==> config.mk <==
export PLATFORM = sky130hd
export DESIGN_NAME = instr_fetch_unit
export DESIGN_NICKNAME = d
export VERILOG_FILES = /design/src/rtl/instr_fetch_unit.sv
export SDC_FILE = /design/constraint.sdc
export NUM_CORES = 1
export LEC_CHECK = 0
export ABC_CLOCK_PERIOD_IN_PS = 2300
export CAP_MARGIN = 10
export CORE_ASPECT_RATIO = 1.1
export CORE_UTILIZATION = 45
export DETAILED_ROUTE_END_ITERATION = 7
export PLACE_DENSITY = 0.72
export SYNTH_ARGS = -nofsm -noshare
export SYNTH_HDL_FRONTEND = slang
export SYNTH_SLANG_ARGS = --single-unit
==> constraint.sdc <==
create_clock -name clk -period 2.3 [get_ports clk]
set_clock_uncertainty 0.05 [all_clocks]
set_input_delay 0.575 -clock clk [delete_from_list [all_inputs] [get_ports clk]]
set_output_delay 0.575 -clock clk [all_outputs]
set_load 0.005 [all_outputs]
==> src/rtl/instr_fetch_unit.sv <==
// ---------------------------------------------------------------------------
// instr_fetch_unit
//
// Instruction-fetch stage. It holds the PC, drives a synchronous instruction
// ROM that has one cycle of read latency, and hands instruction / PC+step /
// valid to the IF/ID register. A one-entry hold buffer catches an instruction
// that returns from the ROM while the pipeline is stalled. The stalled
// instruction is therefore delivered exactly once.
//
// Ports:
//   clk            rising-edge clock
//   rst_n          asynchronous active-low reset
//   pc_write_i     1 = advance, 0 = stall
//   redirect_i     branch taken / jump; squashes wrong-path fetches
//   redirect_pc_i  redirect target PC
//   imem_en_o      ROM read enable
//   imem_addr_o    ROM address (low ADDR_B bits of the PC)
//   imem_rdata_i   ROM data, valid the cycle after an enabled read
//   instr_o        fetched instruction
//   pc_plus_o      PC of instr_o plus PC_STEP
//   instr_valid_o  instr_o / pc_plus_o are valid and not squashed
//   fetch_count_o  saturating count of delivered instructions
// ---------------------------------------------------------------------------
module instr_fetch_unit #(
  parameter int unsigned WIDTH_B  = 32,
  parameter int unsigned ADDR_B   = 10,
  parameter int unsigned PC_STEP  = 1,
  parameter int unsigned RESET_PC = 0
) (
  input  logic               clk,
  input  logic               rst_n,
  input  logic               pc_write_i,
  input  logic               redirect_i,
  input  logic [WIDTH_B-1:0] redirect_pc_i,
  output logic               imem_en_o,
  output logic [ADDR_B-1:0]  imem_addr_o,
  input  logic [WIDTH_B-1:0] imem_rdata_i,
  output logic [WIDTH_B-1:0] instr_o,
  output logic [WIDTH_B-1:0] pc_plus_o,
  output logic               instr_valid_o,
  output logic [WIDTH_B-1:0] fetch_count_o
);

  typedef enum logic {
    RUN  = 1'b0,
    HOLD = 1'b1
  } state_t;

  localparam logic [WIDTH_B-1:0] STEP_V  = WIDTH_B'(PC_STEP);
  localparam logic [WIDTH_B-1:0] RESET_V = WIDTH_B'(RESET_PC);

  state_t             state_q;
  state_t             state_d;
  logic [WIDTH_B-1:0] pc_q;
  logic [WIDTH_B-1:0] pc_next_seq;
  logic               f2_valid_q;
  logic [WIDTH_B-1:0] f2_pcp_q;
  logic [WIDTH_B-1:0] hold_q;
  logic [WIDTH_B-1:0] hold_pcp_q;
  logic               capture_hold;

  // The PC wraps naturally at WIDTH_B bits. The ROM sees only the low ADDR_B
  // bits, so it wraps at 2^ADDR_B.
  assign pc_next_seq = pc_q + STEP_V;
  assign imem_addr_o = pc_q[ADDR_B-1:0];

  // State register. HOLD means the hold buffer owns the instruction currently
  // presented downstream.
  always_ff @(posedge clk or negedge rst_n) begin
    if (!rst_n) begin
      state_q <= RUN;
    end else begin
      state_q <= state_d;
    end
  end

  // Next-state logic. A redirect always returns to RUN. A stall only enters
  // HOLD when an instruction is actually coming back from the ROM.
  always_comb begin
    state_d = state_q;
    unique case (state_q)
      RUN: begin
        if (!redirect_i && !pc_write_i && f2_valid_q) begin
          state_d = HOLD;
        end
      end
      HOLD: begin
        if (redirect_i || pc_write_i) begin
          state_d = RUN;
        end
      end
      default: state_d = RUN;
    endcase
  end

  // Output logic. In RUN the ROM data goes straight through. In HOLD the
  // buffered copy is presented instead. A redirect kills the valid flag in
  // either state.
  always_comb begin
    instr_o       = imem_rdata_i;
    pc_plus_o     = f2_pcp_q;
    instr_valid_o = 1'b0;
    capture_hold  = 1'b0;
    imem_en_o     = rst_n & (redirect_i | pc_write_i);
    unique case (state_q)
      RUN: begin
        instr_valid_o = rst_n & f2_valid_q & ~redirect_i;
        capture_hold  = ~redirect_i & ~pc_write_i & f2_valid_q;
      end
      HOLD: begin
        instr_o       = hold_q;
        pc_plus_o     = hold_pcp_q;
        instr_valid_o = rst_n & ~redirect_i;
      end
      default: begin
        instr_valid_o = 1'b0;
      end
    endcase
  end

  // PC and fetch-pipeline registers. The priority order is redirect, then
  // advance, then stall. When a stall begins with a fetch in flight, the
  // returning data is parked in the hold buffer, and the in-flight flag is
  // cleared so that the data is not presented twice.
  always_ff @(posedge clk or negedge rst_n) begin
    if (!rst_n) begin
      pc_q       <= RESET_V;
      f2_valid_q <= 1'b0;
      f2_pcp_q   <= '0;
      hold_q     <= '0;
      hold_pcp_q <= '0;
    end else if (redirect_i) begin
      pc_q       <= redirect_pc_i;
      f2_valid_q <= 1'b0;
    end else if (pc_write_i) begin
      pc_q       <= pc_next_seq;
      f2_valid_q <= 1'b1;
      f2_pcp_q   <= pc_next_seq;
    end else if (capture_hold) begin
      hold_q     <= imem_rdata_i;
      hold_pcp_q <= f2_pcp_q;
      f2_valid_q <= 1'b0;
    end
  end

  // Delivered-instruction counter. An instruction counts only in the cycle
  // the consumer accepts it. For a held instruction that is its release
  // cycle. The counter sticks at all-ones.
  always_ff @(posedge clk or negedge rst_n) begin
    if (!rst_n) begin
      fetch_count_o <= '0;
    end else if (instr_valid_o && pc_write_i && (fetch_count_o != '1)) begin
      fetch_count_o <= fetch_count_o + 1'b1;
    end
  end

endmodule

Word-level counts from Yosys, hierarchy flattened
Cells that the tools add are included.
Widths: inputs -> output; s select.
{"block": "word_totals", "register_bits": 162, "word_cells": 43}
{"block": "op_classes", "bitwise_logic": 10, "eq_ne": 1, "n_reduce_logical": 11, "addsub": 2, "muxes": 12}
{"operator": "$mux 32", "n": 4}
{"operator": "$add 32x1->32 const B", "n": 2}
{"operator": "$ne 32x32->1 const B", "n": 1}
{"operator": "$and 1x1->1", "n": 6}
{"operator": "$mux 1", "n": 6}
{"operator": "$logic_and 1x1->1", "n": 4}
{"operator": "$pmux 1 s2", "n": 2}
{"operator": "$not 1->1", "n": 3}
{"operator": "$reduce_and 3->1", "n": 1}
{"operator": "$reduce_bool 3->1", "n": 1}
{"operator": "$logic_not 1->1", "n": 2}
{"operator": "$reduce_and 2->1", "n": 1}
{"operator": "$reduce_bool 2->1", "n": 1}
{"operator": "$logic_or 1x1->1", "n": 1}
{"operator": "$or 1x1->1", "n": 1}

Depth between registers and ports, before layout
Gate-level depths: netlist of run 1.
{"block": "logic_depth", "ltp_word": 7, "ltp_mapped": 7, "depth_no_buf": 6}

Least setup slack after synthesis of run 1
No wires, ideal clock.
{"block": "synth_path", "kind": "input-to-reg", "start": "input port redirect_i", "end": "register fetch_count_o[19]", "path_slack_ps": 147, "stages": 7, "setup_time_ps": 124, "t_arrival_ps": 1979, "cell_sequence": "buf_6 nand2b_4 buf_6 or4_4 a311oi_4 nand3_2 xnor2_1"}
{"block": "synth_between", "elab_chain_cells": 5, "word_cells_on_any_way": 6, "classes_between": "1 x mux; 3 x bitwise; 2 x reduce/logical"}
{"element": "start: declaration", "line_no": "33", "text": "input logic redirect_i,"}
{"element": "$not 1->1 (no source line) (*)"}
{"element": "$and 1x1->1, on equally long branches", "line_no": "113, 107"}
{"element": "$pmux 1 s2 (*)", "line_no": "105", "text": "unique case (state_q)"}
{"element": "$logic_and 1x1->1 (*) (2 in a row)", "line_no": "152", "text": "end else if (instr_valid_o && pc_write_i && (fetch_count_o != '1)) begin"}
{"element": "end signal: assignment", "line_no": "153", "text": "fetch_count_o <= fetch_count_o + 1'b1;"}
{"element": "end: declaration", "line_no": "41", "text": "output logic [WIDTH_B-1:0] fetch_count_o"}
Every way passes the cells marked *; elsewhere a longest branch is shown, timed or not.
A chain may end at the register's enable or synchronous reset.

Worst setup path in the final report of run 1
{"block": "layout_path", "start": "register state_q", "end": "output port instr_o[2]"}
{"block": "layout_between", "elab_chain_cells": 1}
{"element": "start: declaration", "line_no": "52", "text": "state_t state_q;"}
{"element": "start signal: assignment", "line_no": "73", "text": "state_q <= state_d;"}
{"element": "$mux 32", "line_no": "105"}
{"element": "end: declaration", "line_no": "38", "text": "output logic [WIDTH_B-1:0] instr_o,"}
Every way passes these cells.

==> reports/qor.yml, run 1 <==
setup_path:
  cp_cell_sequence: "buf_12 -> buf_12 -> buf_6 -> buf_6 -> mux2_4 -> buf_6"
  cp_slowest_stage_delay_ps: 420
  ff2ff_path_depth: 8
  path_buf_inv: 5
  cp_max_fo: 7
  endpoint_kind: "output pin"
  cp_top_family: "buffers and inverters"
  crit_path_frequent_cell: "buf_6"
  required_ps: 1670
  crit_cells: 6
  path_class: "reg -> out"
  startpoint_type: "register"
  arrival_ps: 1760
  critical_path.slowest_cell: "dfrtp_2"
clock_network:
  ctsLongestPathBuffers: 2
  cts-htree-levels: 4
  cts_tree: "built"
  ctsRootBufferMaster: "clkbuf_16"
  tritoncts.num_buffers: 17
  cts_sinks: 162
  path_clk_slew_ps: 60
  cts_hold_buf: 0
  worstSkewPairLatency_ps: 420
floorplanning:
  initial_core_util_pct: 46.7
  die_h_microns: 145
  die-area_sq_mm: 0.0192
  rows: 51
  io_pins: 176
  core_sq_mm: 0.0179
  fp.dieW_microns: 132
global_routing:
  grt_pass1_vias: 6432
  gr-usage-met2_pct: 36.4
  met1_usage_pct: 30.0
  gr-usage-met3_pct: 3.91
  track_usage_pct: 22.4
  antenna_found_initial: 0
  grt_max_degree: 163
  busiest_layer: "met2"
  grt_first_pass_wirelength_microns: 33900
  gr-total-overflow: 0
sta:
  finalHoldViolCount: 0
  slew_headroom_pct: 39.1
  worst_slack_ps: -82.1
  rsz0062_at_grt: "true"
  fin_crit_sh_pct: 104
  setup_viol: 10
  tightestPinTransition_ps: 914
  fmax_mhz: 420
  fin_hold_ws_ps: 326
  fin_crit_ps: 2380
  drv_slew: 0
yosys:
  syn_nets: 833
  synth_area_leaders: "dfrtp_1 48%, mux2_2 18%, xnor2_1 5.2%"
  ys_seq_area_share_pct: 48.4
  yosys.area.top_type: "dfrtp_1"
  syn_inst: 763
  synth-seq-cells: 162
  synthTopCellsByCount: "162 x dfrtp_1, 133 x mux2_2, 95 x nand2_1, 61 x o21ai_0, 50 x xnor2_1"
  ys_warn_count: 0
  syn-cell-area_sq_mm: 0.00838
  synthArstFlopShare_pct: 100
  syn_avg_cell_area_sq_um: 11.0
  synth_ff_type: "dfrtp_1"
  yosys.area.top_type_share_pct: 48.4
  synth-edff-count: 0
  post-synth-top-count-cell: "dfrtp_1"
  ys_types: 44
drt:
  dr_total_vias: 6424
  wl_per_cell_microns: 16.8
  drc: 0
  drt-total-wl_microns: 20600
  drt-initial-drc-count: 361
  ant_nets: 0
  first_pass_iters: 5
  vias_per_cell: 5.26
cells_and_area:
  drive_gt1_share_pct: 30.8
  post-route-util_pct: 63.3
  areaGrowthSynthToFinish_pct: 35.5
  n_antenna_cell: 0
  fillers: 1456
  finalNetCount: 1042
  finalInstanceArea_sq_mm: 0.0114
run_status:
  status: "complete, but fails checks"
  violations: "setup timing"
placement:
  dp_worst_setup_slack_ps: -294
  placed_cell_area_sq_mm: 0.0106
  port_buffers: 175
  gp_congestion: 0.859
  dp_hpwl_microns: 14300
pwr:
  leakage_nw: 4.83
  totalPowerFinal_w: 0.00789
  pwr_density_cell_mw_per_mm2: 695
  vdd_drop_max_v: 0.000520
job:
  maxCapViolations: 0
hold_path:
  min_path_type: "in -> async"
registers in the layout, indices dropped and copies added (netlist names):
register and cells:
f2_pcp_q 32, pc_q 32, hold_pcp_q 32, hold_q 32, state_q 1, fetch_count_o 32, f2_valid_q 1
metal layers:
layer	part of all wire, %	up-vias
met1	44	3135
met5	0	-
met3	4.8	27
li1	-	3088
met4	1.8	0
met2	49	174
worst paths after layout:
check	to	from	slack (ps)
min reg2reg	fetch_count_o[20]	fetch_count_o[20]	440
max	instr_o[2]	state_q	-80
min in group clk	fetch_count_o[20]	fetch_count_o[20]	440
min	pc_q[11]	rst_n	330
max in group asynchronous	state_q	rst_n	1110
max reg2reg	fetch_count_o[31]	state_q	120
where the power goes:
group | internal, W | total [W] | switching (W)
sequential | 0.00332 | 0.00364 | 0.000327
combinational | 0.000890 | 0.00146 | 0.000575
clock | 0.00162 | 0.00278 | 0.00115
total | 0.00583 | 0.00789 | 0.00206
cell type report:
| type | instances | area, sq um | area share (%) |
|---|---|---|---|
| flip-flops and latches | 162 | 4060 | 35.7 |
| multi-input cells | 541 | 4080 | 35.9 |
| inverters | 7 | 26.3 | 0.231 |
| well taps | 238 | 298 | 2.62 |
| repair buffers | 243 | 2330 | 20.5 |
| clock inverters | 12 | 131 | 1.16 |
| clock buffers | 19 | 443 | 3.90 |
through the flow:
step,setup TNS [ps],cells
global route,-1560,1222
detailed placement,-17280,1168
CTS,-2670,1222
finish,-454,1222
floorplan,0,763
global placement,-15150,1168
logic make-up after synthesis:
logic type      Yosys count  share of synthesized area, %
xor+xnor                 87                          9.10
mux                     135                          18.1
fa+ha+maj                 2                         0.299
simple gates            244                          15.5
compound gates           73                          5.06
buf+inv                  60                          3.52
flops                   162                          48.4
worst reg2reg max path, cell delays in order (launching register included):
cell      delay [ps]
dfrtp_2          380
buf_12           140
buf_4            130
o21ai_4           60
buf_4            140
or4_4            580
a211oi_4         290
nand4_1          160
xnor2_1          140
what timing repair did:
action,CTS,global route
pin swaps,0,0
endpoints found under the setup margin,66,57
cloned,4,0
buffers inserted,20,2
gates resized for setup,213,48
layout by cell type (no fill, tap or decap), types with 4 or more instances in the layout:
| cell type | instances |
|---|---|
| and4_1 | 7 |
| and3_1 | 17 |
| nand2_1 | 95 |
| o21ai_0 | 60 |
| and2_1 | 6 |
| buf_12 | 9 |
| xnor2_1 | 50 |
| mux2_2 | 125 |
| buf_2 | 20 |
| clkbuf_2 | 18 |
| mux2_4 | 8 |
| xor2_1 | 37 |
| nor4_1 | 4 |
| nand3_1 | 26 |
| inv_1 | 7 |
| clkinvlp_4 | 4 |
| nand4_1 | 41 |
| dfrtp_1 | 161 |
| clkdlybuf4s50_1 | 107 |
| clkdlybuf4s15_1 | 12 |
| buf_16 | 4 |
| buf_6 | 26 |
| nor2_1 | 21 |
| clkbuf_16 | 17 |
| nor3_1 | 9 |
| buf_4 | 45 |
Note: power is estimated with default switching activity, not from simulation.
==> run 2, diff against run 1 <==
--- a/config.mk
+++ b/config.mk
@@ -9,6 +9,7 @@
 export CAP_MARGIN = 10
 export CORE_ASPECT_RATIO = 1.1
 export CORE_UTILIZATION = 45
+export CTS_CLUSTER_DIAMETER = 100
 export DETAILED_ROUTE_END_ITERATION = 7
 export PLACE_DENSITY = 0.72
 export SYNTH_ARGS = -nofsm -noshare
==> results of run 2 <==
Same layout as run 1: the final DEF is identical, and so are final timing and power.
